File: src/rtl/veopixel_decoder.sv
// veopixel_decoder: one-wire pixel line decoder that captures its own 24-bit word,
// forwards the rest of the frame on DO, and re-arms on a long-low latch code.
module veopixel_decoder #(
    parameter int MIN_HIGH     = 5,
    parameter int BIT_THRESH   = 30,
    parameter int MAX_HIGH     = 60,
    parameter int LATCH_CYCLES = 2500
) (
    input  logic        clk,
    input  logic        reset,
    input  logic        DI,
    output logic [23:0] pixel_data,
    output logic        pixel_valid,
    output logic        DO,
    output logic        latch,
    output logic        bit_error
);
    localparam int LW = $clog2(LATCH_CYCLES + 1);
    localparam logic [LW-1:0] LATCH_V = LW'(LATCH_CYCLES);
    localparam logic [7:0] MIN_V = 8'(MIN_HIGH);
    localparam logic [7:0] THRESH_V = 8'(BIT_THRESH);
    localparam logic [7:0] MAX_V = 8'(MAX_HIGH);

    typedef enum logic [1:0] {CAPTURE, PASS, ERROR} state_t;

    state_t state_q, state_d;
    logic sync_q, di_s_q, di_p_q;
    logic [7:0] high_cnt_q, high_cnt_d;
    logic [LW-1:0] low_cnt_q, low_cnt_d;
    logic [4:0] bit_cnt_q, bit_cnt_d;
    logic [23:0] shift_q, shift_d, pixel_data_q, pixel_data_d;
    logic valid_q, valid_d, latch_q, latch_d, err_q, err_d, do_q, do_d;
    logic rise, fall, latch_hit, cap_fall, err_ev, shift_ev, word_done, bit_v;

    assign rise      = di_s_q & ~di_p_q;
    assign fall      = ~di_s_q & di_p_q;
    assign bit_v     = high_cnt_q >= THRESH_V;
    assign latch_hit = (low_cnt_d == LATCH_V) && (low_cnt_q != LATCH_V);
    // Glitches (too-short highs) are filtered here so they never touch the FSM.
    assign cap_fall  = (state_q == CAPTURE) && fall && (high_cnt_q >= MIN_V);
    assign err_ev    = cap_fall && (high_cnt_q > MAX_V);
    assign shift_ev  = cap_fall && !(high_cnt_q > MAX_V);
    assign word_done = shift_ev && (bit_cnt_q == 5'd23);

    always_ff @(posedge clk) begin
        if (reset) begin
            state_q <= CAPTURE;
        end else begin
            state_q <= state_d;
        end
    end

    always_comb begin
        state_d = latch_hit ? CAPTURE :
                  err_ev    ? ERROR   :
                  word_done ? PASS    : state_q;
    end

    always_comb begin
        high_cnt_d   = !di_s_q ? high_cnt_q : rise ? 8'd1 :
                       (high_cnt_q == 8'hFF) ? 8'hFF : high_cnt_q + 8'd1;
        low_cnt_d    = di_s_q ? '0 : (low_cnt_q == LATCH_V) ? LATCH_V : low_cnt_q + 1'b1;
        shift_d      = (latch_hit || err_ev || word_done) ? 24'd0 :
                       shift_ev ? {shift_q[22:0], bit_v} : shift_q;
        bit_cnt_d    = (latch_hit || err_ev || word_done) ? 5'd0 :
                       shift_ev ? bit_cnt_q + 5'd1 : bit_cnt_q;
        pixel_data_d = word_done ? {shift_q[22:0], bit_v} : pixel_data_q;
        valid_d      = word_done && !latch_hit;
        err_d        = err_ev && !latch_hit;
        latch_d      = latch_hit;
        do_d         = (state_q == PASS) && !latch_hit && di_s_q;
    end

    always_ff @(posedge clk) begin
        if (reset) begin
            sync_q       <= 1'b0;
            di_s_q       <= 1'b0;
            di_p_q       <= 1'b0;
            high_cnt_q   <= 8'd0;
            low_cnt_q    <= '0;
            bit_cnt_q    <= 5'd0;
            shift_q      <= 24'd0;
            pixel_data_q <= 24'd0;
            valid_q      <= 1'b0;
            latch_q      <= 1'b0;
            err_q        <= 1'b0;
            do_q         <= 1'b0;
        end else begin
            sync_q       <= DI;
            di_s_q       <= sync_q;
            di_p_q       <= di_s_q;
            high_cnt_q   <= high_cnt_d;
            low_cnt_q    <= low_cnt_d;
            bit_cnt_q    <= bit_cnt_d;
            shift_q      <= shift_d;
            pixel_data_q <= pixel_data_d;
            valid_q      <= valid_d;
            latch_q      <= latch_d;
            err_q        <= err_d;
            do_q         <= do_d;
        end
    end

    assign pixel_data  = pixel_data_q;
    assign pixel_valid = valid_q;
    assign latch       = latch_q;
    assign bit_error   = err_q;
    assign DO          = do_q;
endmodule
File: config.mk
export PLATFORM = sky130hd
export DESIGN_NAME = veopixel_decoder
export DESIGN_NICKNAME = d
export VERILOG_FILES = /design/src/rtl/veopixel_decoder.sv
export SDC_FILE = /design/constraint.sdc
export NUM_CORES = 1
export LEC_CHECK = 0
export BUFFER_PORTS_ARGS = -buffer_cell sky130_fd_sc_hd__buf_4
export CORE_MARGIN = 2
export CORE_UTILIZATION = 59
export DETAILED_ROUTE_END_ITERATION = 7
export HOLD_SLACK_MARGIN = 0.08
export PLACE_DENSITY = 0.84
export SLEW_MARGIN = 20
export SYNTH_ARGS = -nofsm -noshare
export SYNTH_HDL_FRONTEND = slang
export SYNTH_SLANG_ARGS = --single-unit
File: constraint.sdc
create_clock -name clk -period 3.26 [get_ports clk]
set_input_delay 0.652 -clock clk [delete_from_list [all_inputs] [get_ports clk]]
set_output_delay 0.652 -clock clk [all_outputs]
set_load 0.02 [all_outputs]
==> results.json <==
{
  "rsz0062_at_grt": "false",
  "wl_met3_um": 264,
  "crit_arrival_ns": 2.78,
  "io_pins": 31,
  "highest_layer": "met4",
  "clock-root-buffer": "clkbuf_8",
  "drive_above_1_share_pct": 20.10,
  "fp.dieH_um": 82.49,
  "slew_viol_final": 0,
  "nets": 388,
  "post_cts_buffers": 0,
  "m1WireLength_um": 2974,
  "rows": 28,
  "dp_cells": 442,
  "initial_core_util_pct": 61.39,
  "post-route-drc-count": 0,
  "place_area_sq_um": 3801,
  "grt_pass1_wl_um": 11520,
  "holdBufCountCts": 0,
  "ant_nets": 0,
  "grt_overflow_total": 0,
  "htree_num_levels": 3,
  "fin_skew_ns": 0.01285,
  "nFillCells": 445,
  "clk_pin_slew_worst_paths_ns": 0.08,
  "firstDrtPassIters": 4,
  "yosysSeqAreaShare_pct": 44.61,
  "routed_via_density": 5.762,
  "post-route-period-util_pct": 76.66,
  "tightestPinTransition_ns": 1.008,
  "grt_pass1_vias": 2468,
  "leakagePower_nw": 1.427,
  "maxCapViolations": 0,
  "antenna_found_initial": 0,
  "clk-insertion-delay-late_ns": 0.37,
  "hpwlAfterDp_um": 4411,
  "crit_path_end_kind": "flip-flop",
  "grtUsageTotal_pct": 22.31,
  "synthArstFlopShare_pct": 0,
  "dpl_worst_slack_ns": 0.8490,
  "ys_warn_count": 0,
  "dr.first_iter.drc_count": 102,
  "cts_buffer_depth": 2,
  "synth_cell_types": 48,
  "synthCells": 357,
  "die_width_um": 82.49,
  "fmax_mhz": 400.2,
  "avgSynthCellArea_sq_um": 10.18,
  "num_vias": 2639,
  "cts_resized": 0,
  "clock_sinks": 81,
  "cp-start-kind": "flip-flop",
  "synth_area_sq_um": 3635,
  "fp.dieArea_sq_um": 6805,
  "status": "complete, no violations",
  "postLayoutCellArea_sq_um": 4044,
  "gp_congestion": 0.9065,
  "syn_nets": 367,
  "cts_tree": "yes",
  "synthFlopType": "dfxtp_1",
  "num_antenna_cells": 0,
  "worst-setup-path-type": "reg -> reg",
  "drt-total-wl_um": 6827,
  "stdcell_count": 458,
  "cp_data_required_time_ns": 3.54,
  "min_path_type": "reg -> reg",
  "synth_edf_count": 0,
  "vdd_drop_max_mv": 0.2693,
  "numCtsBuffers": 9,
  "finalCriticalPeriod_ns": 2.499,
  "finalWorstSetupSlack_ns": 0.7610,
  "fin_setup_tns_ns": 0,
  "final_core_util_pct": 68.30,
  "syn_to_final_growth_pct": 11.26,
  "power_density_nw_per_um2": 479.4,
  "wl_per_cell_um": 14.91,
  "grt_max_degree": 44,
  "met2_length_um": 3358,
  "critPathMaxFanout": 28,
  "synth_seq_cells": 81,
  "io_buffer_count": 30,
  "setup_viol": 0,
  "finalHoldViolations": 0,
  "core-area_sq_um": 5921,
  "relSlewSlack_pct": 31.87
}
-- path summary, 6_finish.rpt --
kind | to | cells past startpoint | startpoint | slack (ns)
worst min-delay path | di_s_q | 1 | sync_q | 0.45
worst max-delay path | shift_q[1] | 8 | high_cnt_q[1] | 0.76
worst min register to register | di_s_q | 1 | sync_q | 0.45
worst max register to register | shift_q[1] | 8 | high_cnt_q[1] | 0.76
-- per-layer routing --
metal / vias to the layer above / global-route usage, %
li1: 1308 / -
met1: 1240 / 27.39
met2: 71 / 35.89
met3: 20 / 4.239
met4: 0 / 14.26
met5: - / 0
-- stage by stage --
| stage | power [mW] | hold slack [ns] |
|---|---|---|
| global placement | 1.069 | 0.4204 |
| global route | 1.989 | 0.4572 |
| CTS | 1.950 | 0.4533 |
| detailed placement | 1.070 | 0.4353 |
| finish | 1.938 | 0.4453 |
| floorplan | 1.063 | 0.4138 |
-- cells in the final DEF, fill, tap and decap left out, types with 2 or more instances in the layout --
cell        n
dfxtp_1    81
mux2i_1    48
nor2_1     42
buf_4      35
nor3_2     21
nor3_1     16
nand4_1    13
nand3_1    13
nand2_1    12
clkbuf_8    9
a21oi_1     8
xor2_1      7
ha_1        7
inv_1       6
xnor2_1     6
and3_1      5
o21ai_0     5
a211oi_1    5
nor2b_1     4
and2_1      3
bufinv_16   3
nand2b_1    2
a2111oi_4   2
and3b_1     2
nand4b_1    2
and4_1      2
o211ai_1    2
nor3b_1     2
-- flip-flops by register name, summed over array words and instances (netlist names), 2 cells and up --
register	count
bit_cnt_q	5
high_cnt_q	8
low_cnt_q	12
pixel_data	24
shift_q	23
state_q	2
-- critical path, stage by stage (launching register included) --
cell and delay (ns):
dfxtp_1 0.49, inv_1 0.12, ha_1 0.18, nand2b_1 0.17, a2111oi_4 0.65, nand2_1 0.11, a31o_1 0.23, buf_4 0.25
nor3_1 0.21
-- final cells by class --
cell class	count	area [sq um]	share of cell area (%)
flip-flops and latches	81	1622	40.10
repair buffers	35	262.8	6.498
clock buffers	10	127.6	3.156
inverters	6	22.52	0.5569
clock inverters	6	115.1	2.847
multi-input cells	245	1800	44.52
well taps	75	93.84	2.321
-- Yosys cell counts, drive strengths merged (2+ instances only) --
library cell	instances	area [sq um]
dfxtp	81	1622
mux2i	48	480.5
nor2	42	157.7
nor3	38	306.5
buf	15	160.2
nand3	13	65.06
nand4	13	81.33
nand2	12	45.04
clkbuf	10	38.78
a21oi	8	40.04
ha	7	87.58
xor2	7	61.31
inv	6	22.52
o21ai	6	30.02
xnor2	6	52.55
a211oi	5	37.54
and3	5	31.28
nor2b	4	25.02
a2111oi	3	63.81
and2	3	18.77
and3b	2	17.52
and4	2	17.52
nand2b	2	12.51
nand4b	2	17.52
nor3b	2	15.01
o211ai	2	15.01
-- kinds of logic after synthesis --
group	count (synthesis)	share of synthesized area (%)
AO/OA/AOI/OAI	30	6.437
multiplexers	48	13.22
AND/OR/NAND/NOR	147	24.10
flip-flops	81	44.61
adder cells (fa/ha/maj)	7	2.410
XOR/XNOR	13	3.133
buffers and inverters	31	6.093
-- power by group --
| group | leakage [nW] | internal (mW) | switching [mW] |
|---|---|---|---|
| sequential | 0.653 | 0.993 | 0.00949 |
| clock | 0.117 | 0.513 | 0.378 |
| combinational | 0.656 | 0.0135 | 0.0315 |
No activity file was read; power rests on OpenSTA's default activity.
